File: src/rtl/load_store_unit.sv
// Sequences one data-memory load or store over a ready-handshaked bus with a
// wait-state timeout, and returns load data to register-file port B.
module load_store_unit #(
    parameter int unsigned TIMEOUT = 15
) (
    input  logic        CLK,
    input  logic        RESET_N,
    input  logic        START,
    input  logic        LS_OP,
    input  logic        LS_BYTE,
    input  logic [15:0] ADDR,
    input  logic [15:0] WDATA,
    output logic [15:0] MEM_ADDR,
    output logic [15:0] MEM_DOUT,
    input  logic [15:0] MEM_DIN,
    output logic        MEM_RD,
    output logic        MEM_WR,
    output logic [1:0]  MEM_BE,
    input  logic        MEM_RDY,
    output logic [15:0] DIN,
    output logic        REGB_WEN,
    output logic        BUSY,
    output logic        DONE,
    output logic        BUS_ERR
);

    localparam int unsigned AW = 16;
    localparam int unsigned DW = 16;
    localparam int unsigned CW = 8;

    typedef enum logic [1:0] {
        S_IDLE   = 2'd0,
        S_ACCESS = 2'd1,
        S_WB     = 2'd2,
        S_FIN    = 2'd3
    } state_t;

    state_t        r_state, w_state_nxt;
    logic          r_op, w_op_nxt;
    logic          r_byte, w_byte_nxt;
    logic          r_err, w_err_nxt;
    logic [CW-1:0] r_cnt, w_cnt_nxt;
    logic [AW-1:0] r_addr, w_addr_nxt;
    logic [DW-1:0] r_dout, w_dout_nxt;
    logic [DW-1:0] r_din, w_din_nxt;
    logic          r_rd, w_rd_nxt;
    logic          r_wr, w_wr_nxt;
    logic [1:0]    r_be, w_be_nxt;
    logic          r_wen, w_wen_nxt;
    logic          r_busy, w_busy_nxt;
    logic          r_done, w_done_nxt;
    logic          r_berr, w_berr_nxt;

    // State, captured request and all outputs are registered together.
    always_ff @(posedge CLK or negedge RESET_N) begin
        if (!RESET_N) begin
            r_state <= S_IDLE;
            r_op    <= 1'b0;
            r_byte  <= 1'b0;
            r_err   <= 1'b0;
            r_cnt   <= '0;
            r_addr  <= '0;
            r_dout  <= '0;
            r_din   <= '0;
            r_rd    <= 1'b0;
            r_wr    <= 1'b0;
            r_be    <= 2'b00;
            r_wen   <= 1'b0;
            r_busy  <= 1'b0;
            r_done  <= 1'b0;
            r_berr  <= 1'b0;
        end else begin
            r_state <= w_state_nxt;
            r_op    <= w_op_nxt;
            r_byte  <= w_byte_nxt;
            r_err   <= w_err_nxt;
            r_cnt   <= w_cnt_nxt;
            r_addr  <= w_addr_nxt;
            r_dout  <= w_dout_nxt;
            r_din   <= w_din_nxt;
            r_rd    <= w_rd_nxt;
            r_wr    <= w_wr_nxt;
            r_be    <= w_be_nxt;
            r_wen   <= w_wen_nxt;
            r_busy  <= w_busy_nxt;
            r_done  <= w_done_nxt;
            r_berr  <= w_berr_nxt;
        end
    end

    // Next state plus next-cycle outputs, decoded from the next state so that
    // every output is a flop with no input-to-output combinational path.
    always_comb begin
        w_state_nxt = r_state;
        w_op_nxt    = r_op;
        w_byte_nxt  = r_byte;
        w_err_nxt   = r_err;
        w_cnt_nxt   = r_cnt;
        w_addr_nxt  = r_addr;
        w_dout_nxt  = r_dout;
        w_din_nxt   = r_din;

        unique case (r_state)
            S_IDLE: begin
                if (START) begin
                    w_op_nxt   = LS_OP;
                    w_byte_nxt = LS_BYTE;
                    w_addr_nxt = ADDR;
                    w_dout_nxt = LS_BYTE ? {WDATA[7:0], WDATA[7:0]} : WDATA;
                    if (!LS_BYTE && ADDR[0]) begin
                        w_err_nxt   = 1'b1;
                        w_state_nxt = S_FIN;
                    end else begin
                        w_cnt_nxt   = '0;
                        w_state_nxt = S_ACCESS;
                    end
                end
            end
            S_ACCESS: begin
                if (MEM_RDY) begin
                    if (!r_op) begin
                        if (r_byte) begin
                            w_din_nxt = r_addr[0] ? {8'h00, MEM_DIN[15:8]}
                                                  : {8'h00, MEM_DIN[7:0]};
                        end else begin
                            w_din_nxt = MEM_DIN;
                        end
                        w_state_nxt = S_WB;
                    end else begin
                        w_state_nxt = S_FIN;
                    end
                end else if (r_cnt == CW'(TIMEOUT - 1)) begin
                    w_err_nxt   = 1'b1;
                    w_state_nxt = S_FIN;
                end else begin
                    w_cnt_nxt = r_cnt + CW'(1);
                end
            end
            S_WB: begin
                w_state_nxt = S_IDLE;
            end
            S_FIN: begin
                w_err_nxt   = 1'b0;
                w_state_nxt = S_IDLE;
            end
            default: begin
                w_state_nxt = S_IDLE;
            end
        endcase

        w_rd_nxt   = (w_state_nxt == S_ACCESS) && !w_op_nxt;
        w_wr_nxt   = (w_state_nxt == S_ACCESS) && w_op_nxt;
        w_be_nxt   = 2'b00;
        if (w_state_nxt == S_ACCESS) begin
            w_be_nxt = !w_byte_nxt ? 2'b11 : (w_addr_nxt[0] ? 2'b10 : 2'b01);
        end
        w_wen_nxt  = (w_state_nxt == S_WB);
        w_done_nxt = (w_state_nxt == S_WB) || (w_state_nxt == S_FIN);
        w_berr_nxt = (w_state_nxt == S_FIN) && w_err_nxt;
        w_busy_nxt = (w_state_nxt != S_IDLE);
    end

    assign MEM_ADDR = r_addr;
    assign MEM_DOUT = r_dout;
    assign MEM_RD   = r_rd;
    assign MEM_WR   = r_wr;
    assign MEM_BE   = r_be;
    assign DIN      = r_din;
    assign REGB_WEN = r_wen;
    assign BUSY     = r_busy;
    assign DONE     = r_done;
    assign BUS_ERR  = r_berr;

endmodule

File: config.mk
export PLATFORM = sky130hd
export DESIGN_NAME = load_store_unit
export DESIGN_NICKNAME = d
export VERILOG_FILES = /design/src/rtl/load_store_unit.sv
export SDC_FILE = /design/constraint.sdc
export NUM_CORES = 1
export LEC_CHECK = 0
export ABC_AREA = 0
export CAP_MARGIN = 20
export CORE_UTILIZATION = 40
export CTS_BUF_LIST = sky130_fd_sc_hd__clkbuf_16
export DETAILED_ROUTE_END_ITERATION = 10
export PLACE_DENSITY = 0.77
export SETUP_SLACK_MARGIN = 0.05
export SYNTH_ARGS = -nofsm -noshare
export SYNTH_HDL_FRONTEND = slang
export SYNTH_SLANG_ARGS = --single-unit
export TNS_END_PERCENT = 1
File: constraint.sdc
create_clock -name CLK -period 1.7 [get_ports CLK]
set_input_delay 0.34 -clock CLK [delete_from_list [all_inputs] [get_ports CLK]]
set_output_delay 0.34 -clock CLK [all_outputs]
set_load 0.01 [all_outputs]
==> metrics.cfg <==
[route]
wl_mm = 7.16
routed_via_density = 4.90
vias = 2362
drtAntennaViolNets = 0
drt_iter0_drc = 147
firstDrtPassIters = 4
routedWlPerCell_um = 14.8
drc_errors = 0

[sta]
finalSetupTns_ns = -0.684
whs_ns = 0.0431
timing.final.max_slew_violations = 0
fin_crit_ns = 1.82
tightest_slew_ns = 0.467
post-route-period-util = 1.07
rsz0062_at_grt = true
slew_headroom = 0.687
hold_viol = 0
fmax_mhz = 548
finalWorstSetupSlack_ns = -0.124
setup_viol = 8
skew_ns = 0.00548

[clocking]
clk_pin_slew_worst_paths_ns = 0.05
worstSkewPairLatency_ns = 0.32
htree_levels = 3
cts_tree = done
clock-sinks = 68
clockBufferDepth = 2
ctsHoldBuffers = 0
cts_root_buffer = clkbuf_16
cts-buffers-inserted = 9

[final_layout]
antenna_cells = 0
drive_gt1_frac = 0.202
area_delta_synth_final_pct = 60.0
layout.cells.non_filler = 482
final_net_count = 437
fillers = 533
multi_input_area_um2 = 1210
regArea_um2 = 1700

[power_and_ir_drop]
pwr-share-seq = 0.336
p_int_w = 0.00572
power.share.clock = 0.231
leakage_nw = 2.03
p_comb_frac = 0.434
pwr_density_cell_nw_per_um2 = 1770
p_switching_w = 0.00253
p_sw_frac = 0.307
ir_worst_vdd_mv = 1.02

[synth]
syn-instance-count = 251
syn_nets = 307
yosys.area.top_type = dfrtp_1
synth_common_cells = dfrtp_1 (68), mux2_2 (26), nand2_1 (25)
syn_avg_cell_area_um2 = 11.6
synth.area.top_cells = dfrtp_1 (58%), mux2_2 (10%), mux2i_1 (5.8%)
netlist_area_um2 = 2910
synth_seq_area_share = 0.585
synthArstFlopShare = 1.00
netlist.area_leader.share = 0.585
yosysUniqueCellTypes = 36
yosysMostFrequentCell = dfrtp_1
synth_ff_type = dfrtp_1
yosys_warnings = 0
ys_ff_latch = 68
synth_edf_count = 0

[floorplanning]
start_util = 0.421
placementRows = 30
die_h_um = 87.3
die_area_um2 = 7620
design.portCount = 110
die-width_um = 87.3
core-area_um2 = 6910

[worst_setup_path]
critPathCaptureType = flip-flop
worstSetupStartpointType = flip-flop
critPathRequiredTime_ns = 1.94
arrival_ns = 2.07
r2r_cells = 6
criticalPathCategory = flip-flop to flip-flop
path_max_fanout = 4

[grt]
grt_start_max_net_pins = 69
overflow = 0
grt_pass1_wl_mm = 11.4
grt_pass1_vias = 2458
antenna_found_initial = 0
grt_use_total = 0.199

[placement]
numPortBuffers = 109
dp.cells = 464
hpwlAfterDp_mm = 4.96
gp_congestion = 0.817

[run]
drv_cap = 0

[hold_path]
min_path_type = primary input to asynchronous set/reset pin

[status]
violations = negative setup slack
outcome = finished with violations

-- routing by layer --
metal  up-vias  global-route usage  wire length (µm)
li1       1144                   -                 -
met1      1128               0.232              2970
met2        84               0.328              3550
met3         6              0.0777               520
met4         0              0.0835               112
met5         -                   0                 0
-- power groups by stage --
| stage | clock (W) | sequential (W) | combinational [W] |
|---|---|---|---|
| after floorplan | 0 | 0.00302 | 0.00126 |
| after global placement | 0 | 0.00274 | 0.00343 |
| after detailed placement | 0 | 0.00278 | 0.00350 |
| after CTS | 0.00196 | 0.00277 | 0.00354 |
| after global routing | 0.00201 | 0.00287 | 0.00387 |
| final | 0.00190 | 0.00277 | 0.00358 |
-- what timing repair did --
item / CTS / global route
pin swaps: 2 / 4
setup buffers: 0 / 2
endpoints found under the setup margin: 30 / 16
gates resized for setup: 6 / 7
-- per-stage QoR --
step                      worst slack [ns]   util  cell area, µm²  total power [W]
after detailed placement            -0.453  0.621            4290          0.00628
final                               -0.124  0.674            4660          0.00825
after CTS                           -0.105  0.667            4610          0.00827
after floorplan                    0.00684      -            2940          0.00429
after global placement              -0.402  0.621            4290          0.00617
after global routing                -0.172  0.674            4660          0.00875
-- sequential cells by signal, indices dropped and copies added (netlist names) --
name,flops
MEM_WR,1
r_cnt,8
MEM_BE,2
MEM_RD,1
BUSY,1
MEM_DOUT,16
BUS_ERR,1
REGB_WEN,1
r_op,1
r_err,1
DONE,1
DIN,16
MEM_ADDR,16
r_byte,1
r_state,1
-- final cells by class --
type	instances	share of cell area
sequential	68	0.366
timing repair buffer	131	0.279
clock inverter	7	0.0177
inverter	5	0.00403
multi-input combinational	166	0.259
clock buffer	9	0.0484
tap	96	0.0258
-- layout by cell type (no fill, tap or decap), types with 2 or more instances in the layout --
| cell type | n |
|---|---|
| clkdlybuf4s50_1 | 106 |
| a21oi_1 | 16 |
| buf_12 | 4 |
| o31ai_1 | 3 |
| mux2_2 | 26 |
| mux2i_1 | 17 |
| or4_1 | 2 |
| dfrtp_2 | 2 |
| nand2_1 | 24 |
| and2_1 | 3 |
| o21ai_0 | 22 |
| dfrtp_1 | 66 |
| o21a_1 | 2 |
| nor2b_1 | 3 |
| bufinv_16 | 2 |
| inv_1 | 5 |
| dlygate4sd2_1 | 2 |
| or3_1 | 2 |
| nand4_1 | 2 |
| nand2b_1 | 11 |
| nor2_1 | 10 |
| clkbuf_16 | 9 |
| buf_4 | 18 |
| clkinv_2 | 3 |
-- worst max-delay path, cell delays in order, from the launching register on --
cell	delay [ns]
dfrtp_1	0.39
inv_2	0.08
ha_4	0.11
or4b_4	0.49
or3_4	0.43
nand3_2	0.08
mux2i_1	0.17
-- kinds of logic (layout without fill, tap and decap cells) --
family | count (synthesis) | in the layout | share of synthesized area
AO/OA/AOI/OAI | 50 | 50 | 0.0985
adder cells (fa/ha/maj) | 2 | 2 | 0.00860
multiplexers | 43 | 43 | 0.159
AND/OR/NAND/NOR | 71 | 71 | 0.124
buffers and inverters | 17 | 152 | 0.0249
flip-flops | 68 | 68 | 0.585
-- worst paths after layout --
path | start | end | slack, ns
worst min register to register | DIN[2] | DIN[2] | 0.48
worst max register to register | r_cnt[0] | r_cnt[2] | -0.12
min in group CLK | DIN[2] | DIN[2] | 0.48
worst max-delay path | r_cnt[0] | r_cnt[2] | -0.12
worst min-delay path | RESET_N | MEM_DOUT[5] | 0.04
max in group asynchronous | RESET_N | r_state[0] | 1.36
No activity file was read; power rests on OpenSTA's default activity.
==> RTL edit, RTL diff (config.mk and constraints unchanged) <==
Register the output `BUS_ERR` once more, without a reset; this adds one clock of latency there. The other outputs are not delayed to match.
--- a/src/rtl/load_store_unit.sv
+++ b/src/rtl/load_store_unit.sv
@@ -171,3 +171,5 @@
     assign DONE     = r_done;
-    assign BUS_ERR  = r_berr;
+    always_ff @(posedge CLK) begin
+        BUS_ERR <= r_berr;
+    end
 
Behaviour: not the same (Yosys sat finds a counterexample within 4 cycles, from zero or initial values and one cycle with RESET_N low).
==> RTL edit against the original RTL <==
The flow still finishes with violations (setup timing). Design area is 5.6% higher. Area after synthesis increased by 4.8%. Power rose by 8.3%. Sequential power rose by 1%. Sequential cell count up 1. Critical path depth shrank 1. Clock skew is 0.0023 ns higher. Routed wire length is 0.75% lower. Worst setup slack better by 0.082 ns.
==> RTL edit: results (changes against the original RTL) <==
| Metric | Value |
|---|---|
| GP Congestion | 0.777 (-4.9%) |
| Vias/cell | 4.88 (-0.45%) |
| Metal-1 WL | 2.88 mm (-3.1%) |
| Worst ir drop on vdd | 1.05 mV (+3.0%) |
| Post-Synth Adder-Cell Area | 0.821% (-0.039 points) |
| Nets | 429 (-1.8%) |
| Seq/Total Area, Yosys | 56.5% (-2.0 points) |
| Worst R2R End | DIN[12] |
| Metal3 WL | 570 um (+9.6%) |
| Sequential cell power | 0.00281 W (+1%) |
| Status | finished with violations |
| Compound-Gate Fraction of Synth Area | 4.27% (-5.6 points) |
| DP Worst Slack | -0.396 ns (+0.0571 ns) |
| Crit path launch | r_cnt[7] |
| Global Route Usage Sum | 18.9% (-1.0 points) |
| Crit-path max cell delay | 0.41 ns (-0.08 ns) |
| Async S/R FF share, synth | 98.6% (-1.4 points) |
| Drt initial violations | 75 (-49%) |
| Final wirelength | 7.10 mm (-0.75%) |
| Pleak | 2.18 nW (+7.8%) |
| Endpoints failing setup | 16 (+8) |
| Post-route worst setup slack | -0.0421 ns (+0.0817 ns) |
| First-pass GRT wire length | 11.2 mm (-2.1%) |
| Cell Count, Final, Fillers Out | 477 (-1.0%) |
| FF-to-FF Start | r_cnt[7] |
| Synth cell types | 34 (-5.6%) |
| List of most frequent post-synthesis cells | dfrtp_1, mux2_2, mux2i_1 |
| Failing checks | setup timing |
| Detailed Place HPWL | 5.06 mm (+1.9%) |
| Critical path arrival | 1.95 ns (-0.12 ns) |
| Slowest-stage cell, CP | dfrtp_1 |
| Met2 Use GR | 31.4% (-1.4 points) |
[RTL edit: cell count changes after synthesis, sizes merged, moves of 3 or more]
cell	unedited run	this run
a21oi	16	12
o21ai	22	2
nand2b	11	6
or3	3	0
mux2	26	51
nor4	1	5
nand2	25	12
nor2b	3	10
and4	0	3
[RTL edit: area by class of cell]
cell class / count / area [um^2]
clock buffer: 9 / 225
clock inverter: 7 / 114
fill: 590 / 2370
inverter: 5 / 18.8
multi-input combinational: 145 / 1290
sequential: 69 / 1720
tap: 99 / 124
timing repair buffer: 143 / 1420
[RTL edit: per-stage QoR]
stage | hold WS [ns] | setup TNS [ns] | util [%]
6_report | 0.0225 | -0.483 | 67.5
5_1_grt | 0.0563 | -1.12 | 67.5
4_1_cts | 0.0426 | -0.642 | 66.8
3_5_place_dp | 0.331 | -13.06 | 61.9
3_3_place_gp | 0.329 | -12.74 | 61.9
2_1_floorplan | 0.0444 | -1.44 | -
